===== config.mk =====
export PLATFORM = sky130hd
export DESIGN_NAME = gate_arbiter
export DESIGN_NICKNAME = d
export VERILOG_FILES = /design/src/rtl/gate_arbiter.sv
export SDC_FILE = /design/constraint.sdc
export NUM_CORES = 1
export LEC_CHECK = 0
export ABC_AREA = 1
export BUFFER_PORTS_ARGS = -buffer_cell sky130_fd_sc_hd__buf_2
export CAP_MARGIN = 20
export CORE_MARGIN = 4
export CORE_UTILIZATION = 56
export DETAILED_ROUTE_END_ITERATION = 8
export GPL_TIMING_DRIVEN = 0
export MAX_ROUTING_LAYER = met4
export PLACE_DENSITY_LB_ADDON = 0.1
export SLEW_MARGIN = 10
export SYNTH_ARGS = -nofsm -noshare
export SYNTH_HDL_FRONTEND = slang
export SYNTH_SLANG_ARGS = --single-unit

===== constraint.sdc =====
create_clock -name clk -period 4 [get_ports clk]
set_input_delay 0.8 -clock clk [delete_from_list [all_inputs] [get_ports clk]]
set_output_delay 0.8 -clock clk [all_outputs]
set_load 0.005 [all_outputs]

===== src/rtl/gate_arbiter.sv =====
// Four-way round-robin arbiter that shares one single-bit logic unit.
// Each grant runs GRANT -> EXEC -> RELEASE; an over-long hold is force-released and flagged.
module gate_arbiter #(
    parameter int unsigned HOLD_MAX = 15
) (
    input  logic       clk,
    input  logic       rst,
    input  logic [3:0] req,
    input  logic [7:0] opcode,
    input  logic [3:0] opnd_a,
    input  logic [3:0] opnd_b,
    input  logic [3:0] opnd_s,
    output logic [3:0] gnt,
    output logic       result,
    output logic       valid,
    output logic [1:0] owner,
    output logic       busy,
    output logic       hold_err
);

    localparam int unsigned NREQ   = 4;
    localparam int unsigned IDX_W  = 2;
    localparam int unsigned HOLD_W = 4;

    typedef enum logic [1:0] {
        ST_IDLE    = 2'd0,
        ST_GRANT   = 2'd1,
        ST_EXEC    = 2'd2,
        ST_RELEASE = 2'd3
    } state_t;

    state_t              r_state,    w_state_nxt;
    logic [IDX_W-1:0]    r_ptr,      w_ptr_nxt;
    logic [IDX_W-1:0]    r_win,      w_win_nxt;
    logic [1:0]          r_op,       w_op_nxt;
    logic                r_a,        w_a_nxt;
    logic                r_b,        w_b_nxt;
    logic                r_s,        w_s_nxt;
    logic [HOLD_W-1:0]   r_hold_cnt, w_hold_cnt_nxt;
    logic [NREQ-1:0]     r_gnt,      w_gnt_nxt;
    logic                r_result,   w_result_nxt;
    logic                r_valid,    w_valid_nxt;
    logic [IDX_W-1:0]    r_owner,    w_owner_nxt;
    logic                r_busy,     w_busy_nxt;
    logic                r_hold_err, w_hold_err_nxt;

    logic [IDX_W-1:0]    w_pick;
    logic                w_req_win;

    // First requester at or after the pointer, wrapping mod 4.
    function automatic logic [IDX_W-1:0] f_pick(input logic [NREQ-1:0] r,
                                                 input logic [IDX_W-1:0] p);
        logic [IDX_W-1:0] idx;
        f_pick = p;
        for (int i = NREQ - 1; i >= 0; i--) begin
            idx = p + IDX_W'(i);
            if (r[idx]) f_pick = idx;
        end
    endfunction

    function automatic logic f_alu(input logic [1:0] op, input logic a,
                                   input logic b, input logic s);
        case (op)
            2'b00:   f_alu = ~a;
            2'b01:   f_alu = a | b;
            2'b10:   f_alu = s ? b : a;
            default: f_alu = a;
        endcase
    endfunction

    assign w_pick    = f_pick(req, r_ptr);
    assign w_req_win = req[r_win];

    // State register and all registered outputs.
    always_ff @(posedge clk) begin
        if (rst) begin
            r_state    <= ST_IDLE;
            r_ptr      <= '0;
            r_win      <= '0;
            r_op       <= '0;
            r_a        <= 1'b0;
            r_b        <= 1'b0;
            r_s        <= 1'b0;
            r_hold_cnt <= '0;
            r_gnt      <= '0;
            r_result   <= 1'b0;
            r_valid    <= 1'b0;
            r_owner    <= '0;
            r_busy     <= 1'b0;
            r_hold_err <= 1'b0;
        end else begin
            r_state    <= w_state_nxt;
            r_ptr      <= w_ptr_nxt;
            r_win      <= w_win_nxt;
            r_op       <= w_op_nxt;
            r_a        <= w_a_nxt;
            r_b        <= w_b_nxt;
            r_s        <= w_s_nxt;
            r_hold_cnt <= w_hold_cnt_nxt;
            r_gnt      <= w_gnt_nxt;
            r_result   <= w_result_nxt;
            r_valid    <= w_valid_nxt;
            r_owner    <= w_owner_nxt;
            r_busy     <= w_busy_nxt;
            r_hold_err <= w_hold_err_nxt;
        end
    end

    // Next-state and next-output logic.
    always_comb begin
        w_state_nxt    = r_state;
        w_ptr_nxt      = r_ptr;
        w_win_nxt      = r_win;
        w_op_nxt       = r_op;
        w_a_nxt        = r_a;
        w_b_nxt        = r_b;
        w_s_nxt        = r_s;
        w_hold_cnt_nxt = r_hold_cnt;
        w_gnt_nxt      = r_gnt;
        w_result_nxt   = r_result;
        w_valid_nxt    = 1'b0;
        w_owner_nxt    = r_owner;
        w_hold_err_nxt = r_hold_err;

        case (r_state)
            ST_IDLE: begin
                w_hold_cnt_nxt = '0;
                if (|req) begin
                    w_win_nxt   = w_pick;
                    w_gnt_nxt   = NREQ'(1) << w_pick;
                    w_state_nxt = ST_GRANT;
                end
            end
            ST_GRANT: begin
                if (!w_req_win) begin
                    w_gnt_nxt   = '0;
                    w_ptr_nxt   = r_win + IDX_W'(1);
                    w_state_nxt = ST_IDLE;
                end else begin
                    w_op_nxt    = opcode[{r_win, 1'b0} +: 2];
                    w_a_nxt     = opnd_a[r_win];
                    w_b_nxt     = opnd_b[r_win];
                    w_s_nxt     = opnd_s[r_win];
                    w_state_nxt = ST_EXEC;
                end
            end
            ST_EXEC: begin
                w_result_nxt   = f_alu(r_op, r_a, r_b, r_s);
                w_valid_nxt    = 1'b1;
                w_owner_nxt    = r_win;
                w_hold_cnt_nxt = '0;
                w_state_nxt    = ST_RELEASE;
            end
            ST_RELEASE: begin
                // A hold reaching HOLD_MAX is released exactly like a dropped request, plus the sticky flag.
                if (!w_req_win || (r_hold_cnt == HOLD_W'(HOLD_MAX - 1))) begin
                    w_gnt_nxt      = '0;
                    w_ptr_nxt      = r_win + IDX_W'(1);
                    w_hold_cnt_nxt = '0;
                    w_state_nxt    = ST_IDLE;
                    if (w_req_win) w_hold_err_nxt = 1'b1;
                end else begin
                    w_hold_cnt_nxt = r_hold_cnt + HOLD_W'(1);
                end
            end
            default: begin
                w_gnt_nxt   = '0;
                w_state_nxt = ST_IDLE;
            end
        endcase

        w_busy_nxt = (w_state_nxt != ST_IDLE);
    end

    assign gnt      = r_gnt;
    assign result   = r_result;
    assign valid    = r_valid;
    assign owner    = r_owner;
    assign busy     = r_busy;
    assign hold_err = r_hold_err;

endmodule


# Yosys cells after proc, flatten, opt, wreduce, memory -nomap -nowiden

Cells that the tools add are included.

Bits in registers: 25
Latch bits: 0
Memory bits (writable): 0
Memory bits (read-only): 0
Output and inout port bits: 10
Word-level logic and storage cells: 88
Memories: 0

Add/subtract/negate cells: 5
$mul: 0
Divide/modulo/power cells: 0
Order comparisons: 5
Equality and inequality tests: 9
Shift operators: 2
Multiplexer cells: 36
Bitwise logic cells: 2
Reduce and logical (&&, ||, !) cells: 15

Operator list:

| kind                | number |
|---|---|
| $mux 2              | 9 |
| $bmux 1 s2          | 8 |
| $mux 4              | 4 |
| $lt 2x3->1 const B  | 5 |
| $pmux 4 s3          | 1 |
| $mux 1              | 10 |
| $pmux 2 s4          | 1 |
| $pmux 4 s2          | 1 |
| $shiftx 8x4->2      | 1 |
| $eq 2x2->1 const B  | 3 |
| $ne 2x2->1 const B  | 3 |
| $reduce_and 3->1    | 2 |
| $reduce_bool 2->1   | 3 |
| $add 2x1->2 const B | 2 |
| $add 2x2->2 const B | 2 |
| $add 4x1->4 const B | 1 |
| $eq 2x1->1 const B  | 2 |
| $eq 4x4->1 const B  | 1 |
| $logic_not 2->1     | 2 |
| $pmux 2 s2          | 1 |
| $reduce_and 2->1    | 2 |
| $reduce_and 4->1    | 1 |
| $reduce_or 4->1     | 1 |
| $shl 1x2->4 const A | 1 |
| 7 further kinds     | 7 |

# Logic depth before layout (Yosys ltp)

Gate-level depths: netlist (run 1).

Word-level depth: 10
Depth in mapped cells: 14
Depth with buffers taken out: 13

# Least setup slack after synthesis (run 1)

OpenSTA, ideal clock, no wires.

Path type: in2reg
Start: input port req[1]
End: register r_gnt[1], in the netlist gnt[1]
Library setup time: 131 ps
Arrival time: 1,565 ps
Path slack: 2,304 ps
Stages: 10
Path buffers: 0
Path through: inv_1 -> nand2_1 -> o211ai_2 -> nand2_2 -> nand2_2 -> inv_2 -> nor3_2 -> inv_1 -> nand2_1 -> a21oi_2

Cells in the longest elaborated chain, start to end: 9
Elaborated cells between the ends (all ways): 24

RTL lines:

| element                      | RTL line | RTL |
|---|---|---|
| start: declaration           | 8        | `input logic [3:0] req,` |
| $bmux 1 s2                   | 57       | `if (r[idx]) f_pick = idx;` |
| $mux 1 (not written as such) | 57       |  |
| $mux 2 (4 in series)         | 57       |  |
| $shl 1x2->4                  | 130      | `w_gnt_nxt = NREQ'(1) << w_pick;` |
| $mux 4                       | 128      | `if (\|req) begin` |
| $pmux 4 s3                   | 125      | `case (r_state)` |
| end signal: assignment       | 100      | `r_gnt <= w_gnt_nxt;` |
| end: declaration             | 40       | `logic [NREQ-1:0] r_gnt, w_gnt_nxt;` |

Parallel ways exist; a longest one is shown, timed or not. The select of a mux whose other input is x is not followed.
A chain may end at the register's enable or synchronous reset.

# Worst setup path after layout (run 1)

Same ends and word-level chain as after synthesis.

==> metrics, run 1 <==
Total GRT Usage=0.188; most common cell after layout, fill and taps aside=nand2_1; slowest cell delay on critical path=0.23 ns; R2R setup slack=2.53 ns; remaining global-route overflow=0; Synth Cell Area=0.00145 mm2; WL/cell=10.1 um; max-slew violations=0; CTS root buf=clkbuf_4; DIE HEIGHT=58.8 um; Die Wd=58.8 um; layout cells sized above 1=0.233; DR vias/cell=4.90; Crit path max-delay family=simple AND/OR/NAND/NOR gates; post-synthesis cell count=219; Core Area=0.00248 mm2; Slew @ Worst Pin=0.465 ns; Hold Path End=hold_err; final worst path period need=1.61 ns; Crit path buffers/inverters=4; max-cap viol count=0; syn nets=247; fillers=245; Synth cell types=33; Pleak=0.829 nW; first-pass GRT wire length=4950 um; Final nets=287; CTS tree=built; GPL Wtd Cong=0.819; top-area cell type share of the netlist area=0.346; latest clock arrival within the worst-skew pair=0.33 ns; CP arrival=1.82 ns; initial antenna violation count=0; number of vias in the routed layout=1410; unrepaired setup endpoints after global routing=no; pre-CTS WS=2.04 ns; maximum number of pins on one net before global-route repair=16; Inserted Diodes=0; YS warnings=0; register area share after synthesis=0.346; Initial DRT Pass Iterations=4; Port Buf Inserts=35; hpwl dp=2290 um; number of global-route vias before repair=1246; initial core utilization=0.584; # setup viols final=0; Detailed Route WL=2900 um; area leader, netlist=dfxtp_1; critical-path cell list=buf_2 > inv_1 > nand2_1 > o211ai_2 > nand2_2 > nand2_2 > inv_2 > nor3_2 > inv_1 > nand2_1 > a21oi_2; CTS max path bufs=2; fmax=0.621 GHz; cts bufs inserted=3; post-cts sizing count=0; Synth-to-Final Area Change=16.8%; setup repair bufs after CTS=0; clock sinks=25; Critical R2R Launch=r_hold_cnt[0]; DRT iter0 DRCs=31; Final ANT Viol Nets=0; Final WS setup=2.39 ns; hold path cells=1; IO Count=36; register area=500 um2; CTS clk-pin slew, worst paths=0.14 ns; pwr dens=626 mW/mm2; R2R cell count=9; Multi-input gate area=786 um2; Crit Path Class=input pin to flop; Hold Crit Start=hold_err; CP max-delay cell=nor3_2; CP max FO=4; most frequent cells in the layout=46 x nand2_1, 36 x buf_2, 34 x nor2_1, 25 x dfxtp_1; std cell rows=18; Setup TNS=0 ns; relative slew slack=0.690; clock skew=0.00814 ns; Final Cycle Share=0.403; Critical Path RT=4.21 ns; peak supply drop=0.402 mV; HP Class=flop to flop; R2R Path End=r_ptr[1]; Mean Syn Cell Area=6.61 um2; Synth area leaders=dfxtp_1 35%, nand2_1 12%, nor2_1 8.8%; flop and latch count out of synthesis=25; Worst setup EP type=flop; status=complete, no violations; die area=0.00346 mm2; Post-route DRC=0; CTS hold repair buffers=0; Fin. Hold Viols=0; H-tree levels=1; crit start category=input pin
## power breakdown
part           total [mW]  internal (mW)  switching (mW)  leakage, nW
clock               0.118         0.0383          0.0797       0.0139
sequential          0.359          0.318          0.0408        0.204
combinational       0.581          0.221           0.360        0.610
## cell usage after synthesis (all sizes together)
cell type   n
nor2       36
xnor2       1
o21a        1
o21ai      24
inv        27
nand3      12
nor3        1
nor3b       1
ha          2
a31oi       7
clkbuf      3
or2         1
a21oi      15
a21boi      1
o211ai      3
nand2      51
buf         5
xor2        2
nand4       1
dfxtp      25
## area by class of cell
cell class | instances | share of cell area
Inverter | 27 | 0.0659
Timing Repair Buffer | 35 | 0.104
Tap cell | 30 | 0.0222
Buffer | 8 | 0.0296
Multi-Input combinational cell | 159 | 0.465
Clock inverter | 1 | 0.00444
Clock buffer | 3 | 0.0133
Sequential cell | 25 | 0.296
## state kept, by name, summed over array words and instances (netlist names), 2 cells and up
signal      cells
r_win           2
r_state         2
r_ptr           2
r_hold_cnt      4
gnt             4
r_op            2
owner           2
## logic make-up (layout without fill, tap and decap cells)
logic type               count (synthesis)  in the layout  synth area share
AO/OA/AOI/OAI                           51             51             0.201
XOR/XNOR                                 3              3            0.0182
adder cells (fa/ha/maj)                  2              2            0.0173
buffers and inverters                   35             74             0.111
flip-flops                              25             25             0.346
AND/OR/NAND/NOR                        103            103             0.307
## routing by layer
layer	vias up	share of wire	routed length, um	track usage
met5	-	0	0	-
met4	0	0.013	39	0.0647
met3	5	0.042	123	0.0373
met2	28	0.46	1340	0.295
met1	589	0.48	1390	0.241
li1	788	-	-	-
## how the worst max path moves through the flow
stage               startpoint  endpoint  slack (ns)  depth (start not counted)
floorplan               req[1]    gnt[1]        2.30                         10
global placement        req[1]    gnt[1]        2.04                         11
detailed placement      req[3]    gnt[3]        2.04                         11
CTS                   owner[0]  owner[0]        2.39                          1
global route            req[3]    gnt[1]        2.25                         11
finish                  req[1]    gnt[1]        2.39                         11
## through the flow
step / hold WS [ns] / instances / instance area (um2) / util / total power, mW
CTS: 0.481 / 288 / 1690 / 0.682 / 1.07
global placement: 0.448 / 284 / 1660 / 0.670 / 0.942
global route: 0.503 / 288 / 1690 / 0.682 / 1.16
detailed placement: 0.453 / 284 / 1660 / 0.670 / 0.952
finish: 0.479 / 288 / 1690 / 0.682 / 1.06
floorplan: 0.460 / 219 / 1450 / - / 0.820
Power figures use the tool's default switching activity.
==> inputs of run 2 (changes only) <==
CORE_UTILIZATION = 47   (was 56)
clock period = 1.4 ns   (was 4 ns; I/O delays follow)
==> metrics, run 2 (synthesis results as in run 1) <==
CP max FO=8; Final Cycle Share=1.02; Critical Path RT=1.63 ns; relative slew slack=0.671; Finished Layout Cells=296; WL met1=1570 um; die area=0.00403 mm2; remaining global-route overflow=0; Final nets=294; metal2 WL=1530 um; CP arrival=1.66 ns; unrepaired setup endpoints after global routing=yes; CTS tree=built; most common cell after layout, fill and taps aside=buf_2; met3 WL=142 um; status=finished, violations left; Design Power=3.41 mW; first-pass GRT wire length=5490 um; GPL Wtd Cong=0.877; Inserted Diodes=0; clock skew=0.00913 ns; Detailed Route WL=3310 um; number of global-route vias before repair=1271; IO Count=36; Pleak=0.899 nW; cts bufs inserted=3; failing checks=setup timing; CTS clk-pin slew, worst paths=0.15 ns; max layer used=met4; Initial DRT Pass Iterations=4; Core Area=0.00285 mm2; initial antenna violation count=0; DIE HEIGHT=63.5 um; Crit Path Class=flop to flop; hpwl dp=2430 um; Worst setup EP type=flop; H-tree levels=1; Slew @ Worst Pin=0.494 ns; Placed Cells=285; max-slew violations=0; initial core utilization=0.507; max-cap viol count=0; CTS max path bufs=2; DRT iter0 DRCs=39; Total GRT Usage=0.169; CTS root buf=clkbuf_4; pwr dens=1810 mW/mm2; Final WS setup=-0.0271 ns; crit start category=flop; HP Class=input pin to flop; peak supply drop=0.960 mV; # setup viols final=5; DR vias/cell=5.00; Fin. Hold Viols=0; layout cells sized above 1=0.385; Synth-to-Final Area Change=30.0%; Port Buf Inserts=35; latest clock arrival within the worst-skew pair=0.33 ns; Post-route DRC=0; maximum number of pins on one net before global-route repair=16; Die Wd=63.5 um; number of vias in the routed layout=1479; std cell rows=19; WL/cell=11.2 um; most frequent cells in the layout=35 x buf_2, 33 x nor2_1, 28 x nand2_1, 21 x inv_1; Final ANT Viol Nets=0; fmax=0.701 GHz; final worst path period need=1.43 ns; CTS hold repair buffers=0; clock sinks=25
## run 2: repair_timing
item	CTS	global route
pin swaps	9	14
buffers inserted	7	3
resized for setup	15	39
endpoints found under the setup margin	13	18
## run 2: per-layer routing
| metal | up-vias | track usage |
|---|---|---|
| li1 | 798 | - |
| met1 | 640 | 0.215 |
| met2 | 34 | 0.275 |
| met3 | 7 | 0.0178 |
| met4 | 0 | 0.0647 |
| met5 | - | - |
## run 2: final timing paths
check / start / end / slack (ns) / depth (start not counted)
max reg2reg: r_ptr[0] / gnt[2] / -0.03 / 13
min reg2reg: gnt[3] / gnt[3] / 0.48 / 2
max: r_ptr[0] / gnt[2] / -0.03 / 13
min: rst / r_state[1] / 0.12 / 2
## run 2: where the power goes
group	leakage, nW	internal (mW)	total [mW]	switching (mW)
Clock	0.0139	0.109	0.348	0.239
Sequential	0.208	0.946	1.17	0.225
Combinational	0.677	0.781	1.89	1.11
Total	0.899	1.84	3.41	1.57
## run 2: final cells by class
cell class	instances	area, um2
Buffer	5	27.5
Clock buffer	3	22.5
Clock inverter	1	7.51
Fill cell	285	971
Inverter	27	119
Multi-Input combinational cell	159	897
Sequential cell	25	519
Tap cell	31	38.8
Timing Repair Buffer	45	250
## run 2: critical path: stages (launching register included)
cell and delay, ns:
dfxtp_4 0.45, inv_8 0.07, nand2_4 0.07, nand2_4 0.05, nand2_2 0.08, nand2_2 0.06, nor2_1 0.09, nand2_1 0.05
nand2_1 0.08, nand2_1 0.07, nand2_2 0.09, nor2_1 0.04, nor2_1 0.10, nor2_1 0.04
## run 2: per-stage QoR
step	cell area [um2]	setup slack (ns)	TNS (ns)	hold slack (ns)	utilization
floorplan	1450	0.0956	0	0.349	-
global placement	1660	-0.0847	-0.364	0.446	0.582
detailed placement	1660	-0.0881	-0.433	0.453	0.582
CTS	1750	0.00303	0	0.126	0.614
global route	1880	-0.183	-0.717	0.120	0.660
finish	1880	-0.0271	-0.0618	0.123	0.660
==> inputs of run 3 (changes only) <==
ABC_AREA = not set   (was 1)
CORE_UTILIZATION = 46   (was 47)
==> metrics, run 3 <==
layout cells sized above 1=0.433; clock skew=0.000957 ns; CTS max path bufs=2; syn nets=164; Die Wd=61.1 um; Synth area leaders=dfxtp_1 39%, mux4_2 7.0%, nor2_1 6.4%; number of vias in the routed layout=1186; CTS clk-pin slew, worst paths=0.13 ns; Design Area, Final=0.00164 mm2; std cell rows=18; Final WS setup=-0.179 ns; crit path from=r_ptr[0]; critical-path cell list=and2b_4 > or4_4 > and3b_2 > a32oi_1 > nor2_1; Synth Cell Area=0.00129 mm2; Slew @ Worst Pin=0.639 ns; area leader, netlist=dfxtp_1; IO Count=36; clock sinks=25; crit start category=flop; WL/cell=14.6 um; Port Buf Inserts=34; Post-Synth XOR/XNOR Area=0.00676; status=finished, violations left; remaining global-route overflow=0; maximum number of pins on one net before global-route repair=14; die area=0.00373 mm2; latest clock arrival within the worst-skew pair=0.31 ns; Core Area=0.00259 mm2; cts bufs inserted=3; DIE HEIGHT=61.1 um; initial antenna violation count=0; Inserted Diodes=0; final worst path period need=1.58 ns; post-synthesis cell count=136; hpwl dp=2210 um; Fin. Hold Viols=0; Final nets=207; Critical R2R Launch=r_ptr[0]; worst hold margin=0.310 ns; Post-Synth Simple-Gate Area=0.216; CP arrival=1.77 ns; Total GRT Usage=0.176; Compound-Gate Fraction of Synth Area=0.153; Mean Syn Cell Area=9.52 um2; fmax=0.633 GHz; CTS root buf=clkbuf_4; CTS hold repair buffers=0; Detailed Route WL=3040 um; Crit Path Class=flop to flop; number of global-route vias before repair=1098; most frequent cells in the layout=35 x buf_2, 21 x dfxtp_1, 19 x nor2_1, 8 x mux2i_1, 6 x nand2_1; relative slew slack=0.574; # setup viols final=19; DRT iter0 DRCs=31; slowest cell delay on critical path=0.51 ns; Post-route DRC=0; largest family of logic cells by synthesized area=simple AND/OR/NAND/NOR gates; failing checks=setup timing; most common cell after layout, fill and taps aside=buf_2; Pleak=0.676 nW; register area share after synthesis=0.386; pwr dens=1020 mW/mm2; CP max FO=2; unrepaired setup endpoints after global routing=yes; GPL Wtd Cong=0.773; Synth cell types=40; initial core utilization=0.500; post-synthesis async set-or-reset flop share=0; top-count cell post-synth=dfxtp_1; max-cap viol count=0; CP max-delay cell=or4_4; number of synthesized flops with an enable pin=0; CTS tree=built; Placed Area=0.00151 mm2; Top FF cell, synth=dfxtp_1; HP Class=input pin to flop; H-tree levels=1; YS warnings=0; peak supply drop=0.800 mV; post-synthesis mux area share=0.172; Synth-to-Final Area Change=27.0%; first-pass GRT wire length=4820 um; Initial DRT Pass Iterations=4; Hold Crit Start=rst; Final Cycle Share=1.13; max-slew violations=0; Adder-Cell Fraction of Synth Area=0.0193; top cells by instance count after synthesis=25 x dfxtp_1, 22 x nor2_1, 9 x nand2_1, 9 x o21ai_0, 8 x mux2i_1; flop and latch count out of synthesis=25; DR vias/cell=5.70; top-area cell type share of the netlist area=0.386; Design Power=1.67 mW; Critical Path RT=1.60 ns; Final ANT Viol Nets=0; Worst setup EP type=flop
==> run 3: changes by cell type after synthesis, sizes merged, moves of 8 or more <==
cell,before,now
mux2i,0,8
nand3,12,1
nand2,51,9
o21ai,24,9
inv,27,3
a21oi,15,4
nor2,36,23
==> run 3: kinds of logic after synthesis <==
kind of cell	Yosys count
buffers and inverters	11
AO/OA/AOI/OAI	28
XOR/XNOR	1
adder cells (fa/ha/maj)	2
AND/OR/NAND/NOR	55
multiplexers	14
flip-flops	25
==> run 3: layout make-up <==
cell class | count | area [um2]
inverter | 3 | 11.3
fill | 231 | 946
multi-input combinational | 100 | 807
timing repair buffer | 40 | 219
sequential | 25 | 510
buffer | 6 | 32.5
tap | 30 | 37.5
clock buffer | 4 | 26.3
==> run 3: stage by stage <==
| step | utilization | setup TNS, ns | instances | setup WS, ns |
|---|---|---|---|---|
| floorplan | - | -1.42 | 136 | -0.140 |
| global placement | 0.583 | -3.83 | 200 | -0.399 |
| detailed placement | 0.583 | -3.92 | 200 | -0.372 |
| CTS | 0.620 | -1.71 | 208 | -0.170 |
| global route | 0.635 | -2.93 | 208 | -0.260 |
| finish | 0.635 | -1.47 | 208 | -0.179 |
==> run 3: path summary, 6_finish.rpt <==
kind | end | slack [ns] | cells past startpoint
worst min-delay path | valid | 0.31 | 2
worst max-delay path | gnt[0] | -0.18 | 5
worst min register to register | hold_err | 0.49 | 2
worst max register to register | gnt[0] | -0.18 | 5
==> run 3: per-layer routing <==
layer  share of wire  wire [um]  global-route usage
met1            0.43       1310               0.214
met2            0.51       1550               0.289
met3           0.041        125              0.0461
met4           0.019         57              0.0464
met5               0          0                   -
==> run 3: what timing repair did <==
item                                    CTS  global route
gates resized for setup                  14            13
endpoints found under the hold margin     0             0
buffers inserted                          5             1
endpoints found under the setup margin   20            24
pin swaps                                 8             6
==> run 3: report_power, final <==
part | switching [mW] | internal, mW
sequential | 0.0454 | 0.777
clock | 0.205 | 0.111
combinational | 0.269 | 0.267
total | 0.520 | 1.16
==> run 3: worst max-delay path, delay by kind of cell, from the launching register on <==
kind | cells | cell delay [ns]
AND/OR/NAND/NOR | 4 | 0.96
flip-flops | 1 | 0.34
AO/OA/AOI/OAI | 1 | 0.16
